**config.mk**
```make
export PLATFORM = sky130hd
export DESIGN_NAME = window_buffer
export DESIGN_NICKNAME = d
export VERILOG_FILES = /design/src/rtl/window_buffer.sv
export SDC_FILE = /design/constraint.sdc
export NUM_CORES = 1
export LEC_CHECK = 0
export ABC_AREA = 1
export BUFFER_PORTS_ARGS = -buffer_cell sky130_fd_sc_hd__buf_2
export CORE_UTILIZATION = 53
export CTS_CLUSTER_SIZE = 14
export DETAILED_ROUTE_END_ITERATION = 16
export GPL_ROUTABILITY_DRIVEN = 0
export GPL_TIMING_DRIVEN = 0
export PLACE_DENSITY = 0.75
export SLEW_MARGIN = 20
export SYNTH_ARGS = -nofsm -noshare
export SYNTH_HDL_FRONTEND = slang
export SYNTH_SLANG_ARGS = --single-unit
```
**constraint.sdc**
```tcl
create_clock -name clk_i -period 3 [get_ports clk_i]
set_input_delay 0.6 -clock clk_i [delete_from_list [all_inputs] [get_ports clk_i]]
set_output_delay 0.6 -clock clk_i [all_outputs]
set_load 0.1 [all_outputs]
```
**src/rtl/window_buffer.sv**
```systemverilog
// Streaming line buffer and KernelWidth x KernelWidth window generator feeding the
// convolution filter; one window per channel per valid kernel position.
module window_buffer #(
  parameter int unsigned WidthIn     = 1,
  parameter int unsigned KernelWidth = 3,
  parameter int unsigned InChannels  = 1,
  parameter int unsigned ImageWidth  = 32,
  parameter int unsigned ImageHeight = 32,
  localparam int unsigned KernelArea = KernelWidth * KernelWidth
) (
  input  logic                                             clk_i,
  input  logic                                             rst_ni,
  input  logic                                             valid_i,
  output logic                                             ready_o,
  input  logic [InChannels-1:0][WidthIn-1:0]               data_i,
  output logic                                             valid_o,
  input  logic                                             ready_i,
  output logic [InChannels-1:0][KernelArea-1:0][WidthIn-1:0] windows_o,
  output logic                                             last_o
);

  localparam int unsigned ColW = (ImageWidth > 1) ? $clog2(ImageWidth) : 1;
  localparam int unsigned RowW = (ImageHeight > 1) ? $clog2(ImageHeight) : 1;

  logic [ColW-1:0] col_q, col_d;
  logic [RowW-1:0] row_q, row_d;
  logic            valid_q, valid_d;
  logic            last_q, last_d;
  logic            acc, xfer, col_end, row_end, fire_win;

  assign ready_o  = !valid_q || ready_i;
  assign acc      = valid_i && ready_o;
  assign xfer     = valid_q && ready_i;
  assign col_end  = (col_q == ColW'(ImageWidth - 1));
  assign row_end  = (row_q == RowW'(ImageHeight - 1));
  // Positions are judged before the counters advance for this pixel.
  assign fire_win = acc && (row_q >= RowW'(KernelWidth - 1)) && (col_q >= ColW'(KernelWidth - 1));

  always_comb begin
    col_d   = col_q;
    row_d   = row_q;
    valid_d = valid_q;
    last_d  = last_q;
    if (acc) begin
      if (col_end) begin
        col_d = '0;
        row_d = row_end ? '0 : row_q + RowW'(1);
      end else begin
        col_d = col_q + ColW'(1);
      end
    end
    if (fire_win) begin
      valid_d = 1'b1;
      last_d  = row_end && col_end;
    end else if (xfer) begin
      valid_d = 1'b0;
      last_d  = 1'b0;
    end
  end

  always_ff @(posedge clk_i or negedge rst_ni) begin
    if (!rst_ni) begin
      col_q   <= '0;
      row_q   <= '0;
      valid_q <= 1'b0;
      last_q  <= 1'b0;
    end else begin
      col_q   <= col_d;
      row_q   <= row_d;
      valid_q <= valid_d;
      last_q  <= last_d;
    end
  end

  assign valid_o = valid_q;
  assign last_o  = last_q;

  for (genvar gi = 0; gi < InChannels; gi++) begin : g_ch
    // Row 0 holds the oldest buffered line; the incoming pixel completes the column.
    logic [WidthIn-1:0]                              line_mem [KernelWidth-1][ImageWidth];
    logic [KernelWidth-1:0][WidthIn-1:0]             column;
    logic [KernelWidth-1:0][KernelWidth-1:0][WidthIn-1:0] win_q, win_d;
    logic [KernelArea-1:0][WidthIn-1:0]              out_q;

    always_comb begin
      for (int r = 0; r < KernelWidth - 1; r++) begin
        column[r] = line_mem[r][col_q];
      end
      column[KernelWidth-1] = data_i[gi];
    end

    always_comb begin
      for (int r = 0; r < KernelWidth; r++) begin
        win_d[r] = {column[r], win_q[r][KernelWidth-1:1]};
      end
    end

    always_ff @(posedge clk_i) begin
      if (acc) begin
        for (int r = 0; r < KernelWidth - 2; r++) begin
          line_mem[r][col_q] <= line_mem[r+1][col_q];
        end
        line_mem[KernelWidth-2][col_q] <= data_i[gi];
      end
    end

    always_ff @(posedge clk_i or negedge rst_ni) begin
      if (!rst_ni) begin
        win_q <= '0;
        out_q <= '0;
      end else begin
        if (acc) begin
          win_q <= win_d;
        end
        if (fire_win) begin
          out_q <= win_d;
        end
      end
    end

    assign windows_o[gi] = out_q;
  end

endmodule

```
# [After elaboration in Yosys (flattened, before gate mapping)]
# Memory sizes are Yosys's and may differ from the RTL's.
# Cells that the tools add are included.
[totals] out_inout_bits=12 wordCells=54 inputBits=5 regBits=27 ram_bits=64 n_memories=1
[memory_table] memory="g_ch[0].line_mem" words=2 word_bits=32 rd=2 rd_ports_with_merged_regs=0 wr=2 line="80" source="logic [WidthIn-1:0] line_mem [KernelWidth-1][ImageWidth];"
[classes] bitwise=1 n_reduce_logical=10 n_eq_ne=2 n_mux=15 n_lt_le_gt_ge=4 add_sub_neg=2
[ops] op="2-to-1 mux 32 bit" count=1
[ops] op="adder 5 x 1 -> 5 bit, second input constant" count=2
[ops] op="binary-select mux 1 bit (select 5 bit)" count=2
[ops] op="equality test 5 bit, second input constant" count=2
[ops] op=">= comparator 5 x 2 -> 1 bit, second input constant" count=2
[ops] op="2-to-1 mux 5 bit" count=2
[ops] op="2-to-1 mux 1 bit" count=9
[ops] op=">= comparator 6 bit, second input constant" count=1
[ops] op="logical AND 1 bit" count=6
[ops] op="less-than comparator 6 x 1 -> 1 bit, second input constant" count=1
[ops] op="inverter 5 -> 6 bit" count=1
[ops] op="demux 1 bit (select 5 bit)" count=1
[ops] op="AND reduction 2 bit" count=1
[ops] op="nonzero test 2 bit" count=1
[ops] op="zero test 1 bit" count=1
[ops] op="logical OR 1 bit" count=1

# [Depth between registers and ports, before layout]
[depth] depth_word=6 depth_mapped=13 depth_no_buf=11

# [Least setup slack after synthesis]
# Ideal clock, no wire load.
[synth_path] path_kind="register -> register" start="register valid_q, in the netlist valid_o" end="memory g_ch[0].line_mem[0][10] (netlist bit) (enable)" path_stages_with_launch=7 arrival_time_ns=2.602 slack_ns=0.146 n_path_buf=1 cell_sequence="dfrtp_1 -> nand2_1 -> nand2_1 -> inv_2 -> buf_4 -> nand2_1 -> nor2_1"
[synth_lines] element="from (decl)" line="27" source="logic valid_q, valid_d;"
[synth_lines] element="from (signal assigned)" line="70" source="valid_q <= valid_d;"
[synth_lines] element="to (decl)" line="80"

==> results.toml <==
[run_status]
status = "finished clean"

[cts]
cts_tree = "built"
path_clk_slew_ps = 100
cts_root_buffer = "clkbuf_8"
cts.path.max_buffers = 2
clkSinkCount = 91
cts_hold_buf = 0
cts_inserted_buffers = 9
clk-insertion-delay-late_ps = 360
cts_resized = 0
cts_setup_buffers = 0
htreeDepth = 3

[floorplanning]
die_x_um = 91.9
ios = 17
die_h_um = 91.9
die_area_um2 = 8440
initial_core_util_pct = 55.1
core_area_um2 = 7770
row_count = 32

[global_routing]
grt_max_degree = 35
grt_overflow = 0
grtUsageTotal_pct = 23.2
antenna_found_initial = 0
grt_pass1_vias = 3108
grt_pass1_wl_mm = 14.7

[finish]
final_core_util_pct = 60.5
areaGrowthSynthToFinish_pct = 9.79
layout.cells.non_filler = 603
drive_gt1_share_pct = 10.8
diodes = 0
nets = 509
fillerInstances = 684

[timing]
skew_ps = 14.3
worst_slew_margin_rel_pct = 57.6
final_hold_viol_count = 0
rsz0062_at_grt = "no"
setup-violations-final = 0
tightest_slew_ps = 634
post-route-min-period_ps = 2090
report.final.slew_viol_count = 0
timing.final.crit_share_pct = 69.5
setup_tns_ps = 0
fmax_mhz = 479

[synthesis]
async_flop_share_pct = 29.7
synth-main-ff-cell = "edfxtp_1"
synthTopCellsByArea = "edfxtp_1 (45%), dfrtp_1 (16%), nand2_1 (14%)"
syn_nets = 482
yosysSeqAreaShare_pct = 60.7
syn-instance-count = 469
syn_area_per_cell_um2 = 9.13
syn-cell-area_um2 = 4280
yosysUniqueCellTypes = 25
ys_ff_latch = 91
synth_top_area_cell = "edfxtp_1"
ys_warn_count = 0
synth_top_cell_area_share_pct = 44.9
synth_edf_count = 64

[critical_path]
cp_max_fo = 34
crit_type = "flop to flop"
cp_data_arrival_time_ps = 2160
path_common_cell = "nand2_1"
crit_buf_inv = 2
worst-r2r-cell-count = 8
r2r_end = "g_ch[0].line_mem[0][30]"
slowest_stage = "nand2_2"
crit_family = "simple AND/OR/NAND/NOR gates"
crit_chain = "buf_4 -> buf_2 -> nand3_1 -> nand2_1 -> nand2_1 -> nand2_1 -> nor2_2 -> nand2_2"
cp-end-kind = "flop"
timing.reg2reg.setup_slack_ps = 910
crit_required_ps = 3070
start_kind = "flop"
critPathLaunch = "col_q[1]"
reg2reg_from = "col_q[1]"
slowest_delay_ps = 470

[placement]
hpwlAfterDp_mm = 5.67
port_buffers = 16
placed_cells = 587

[power_and_ir_drop]
power_w = 0.00457
vdd_drop_max_uv = 431
p_per_area_nw_per_um2 = 972
power.leakage_nw = 2.23

[route]
vias = 3013
dr.pass1.iters = 5
routed_wl_mm = 8.70
wl_per_cell_um = 14.4
drtIter0Drc = 180
ant_nets = 0
drc = 0
vias_per_cell = 5.00

[run]
drv_cap = 0

[worst_hold_path]
hold_path.class = "input port to async pin"
==> how the worst max path moves through the flow <==
| stage | end | slack (ps) | depth (start not counted) |
|---|---|---|---|
| 2_1_floorplan | g_ch[0].line_mem[0][10] | 150 | 6 |
| 3_3_place_gp | g_ch[0].line_mem[0][50] | 930 | 8 |
| 3_5_place_dp | g_ch[0].line_mem[0][42] | 850 | 8 |
| 4_1_cts | g_ch[0].line_mem[0][30] | 920 | 10 |
| 5_1_grt | g_ch[0].line_mem[0][30] | 800 | 8 |
| 6_report | g_ch[0].line_mem[0][30] | 910 | 8 |
==> placed cells by master (no fill, tap or decap), types with 8 or more instances in the layout <==
| master | count |
|---|---|
| nand2_1 | 158 |
| buf_2 | 17 |
| nand3_1 | 38 |
| buf_6 | 8 |
| clkbuf_8 | 9 |
| dfrtp_1 | 27 |
| inv_1 | 84 |
| edfxtp_1 | 64 |
| o21ai_0 | 13 |
| ha_1 | 8 |
| nor2_1 | 43 |
==> registers in the layout (all words and copies together), names as in the netlist <==
name / cells
col_q: 5
valid_o: 1
g_ch.win_d: 6
last_o: 1
row_q: 5
windows_o: 9
g_ch.line_mem: 64
==> worst reg2reg max path, stage by stage, from the launching register on <==
cell and delay (ps):
dfrtp_1 390, buf_4 220, buf_2 310, nand3_1 120, nand2_1 80, nand2_1 80, nand2_1 80, nor2_2 40
nand2_2 470
==> cells in the mapped netlist, types with 2 or more instances <==
cell type    n
nand2_1    158
nand3_1     38
o21ai_1      3
inv_2        2
buf_6        8
o21ai_0     13
edfxtp_1    64
ha_1         8
a21oi_1      2
nor3_1       3
nor2_2       3
buf_4        3
dfrtp_1     27
inv_1       84
nor2_1      43
==> layout make-up <==
cell class,instances,area (µm²),share of cell area [%]
clock buffers,12,179,3.81
inverters,88,340,7.24
multi-input cells,277,1220,26.0
well taps,102,128,2.72
plain buffers,13,121,2.58
flip-flops and latches,91,2600,55.3
clock inverters,4,32.5,0.692
repair buffers,16,80.1,1.70
==> per-stage QoR <==
| stage | worst slack (ps) | area [µm²] | hold slack [ps] |
|---|---|---|---|
| 4_1_cts | 922 | 4700 | 235 |
| 2_1_floorplan | 146 | 4280 | 304 |
| 3_3_place_gp | 929 | 4490 | 457 |
| 3_5_place_dp | 854 | 4490 | 461 |
| 5_1_grt | 798 | 4700 | 263 |
| 6_report | 914 | 4700 | 224 |
==> metal layers <==
metal	up-vias	global-route usage [%]	wire length [µm]
met5	-	0	0
met4	0	7.94	150
met2	76	38.8	4190
met1	1416	30.3	3910
li1	1507	-	-
met3	14	4.39	448
==> cells by family after synthesis <==
group | synth area share, %
simple gates | 23.5
buf+inv | 10.8
flops | 60.7
compound gates | 2.46
fa+ha+maj | 2.34
xor+xnor | 0.205
==> power breakdown <==
part	total [W]	internal [W]	switching, W
clock network	0.000869	0.000416	0.000453
registers	0.00179	0.00169	0.0000996
logic	0.00191	0.000458	0.00145
Note: power is estimated with default switching activity, not from simulation.
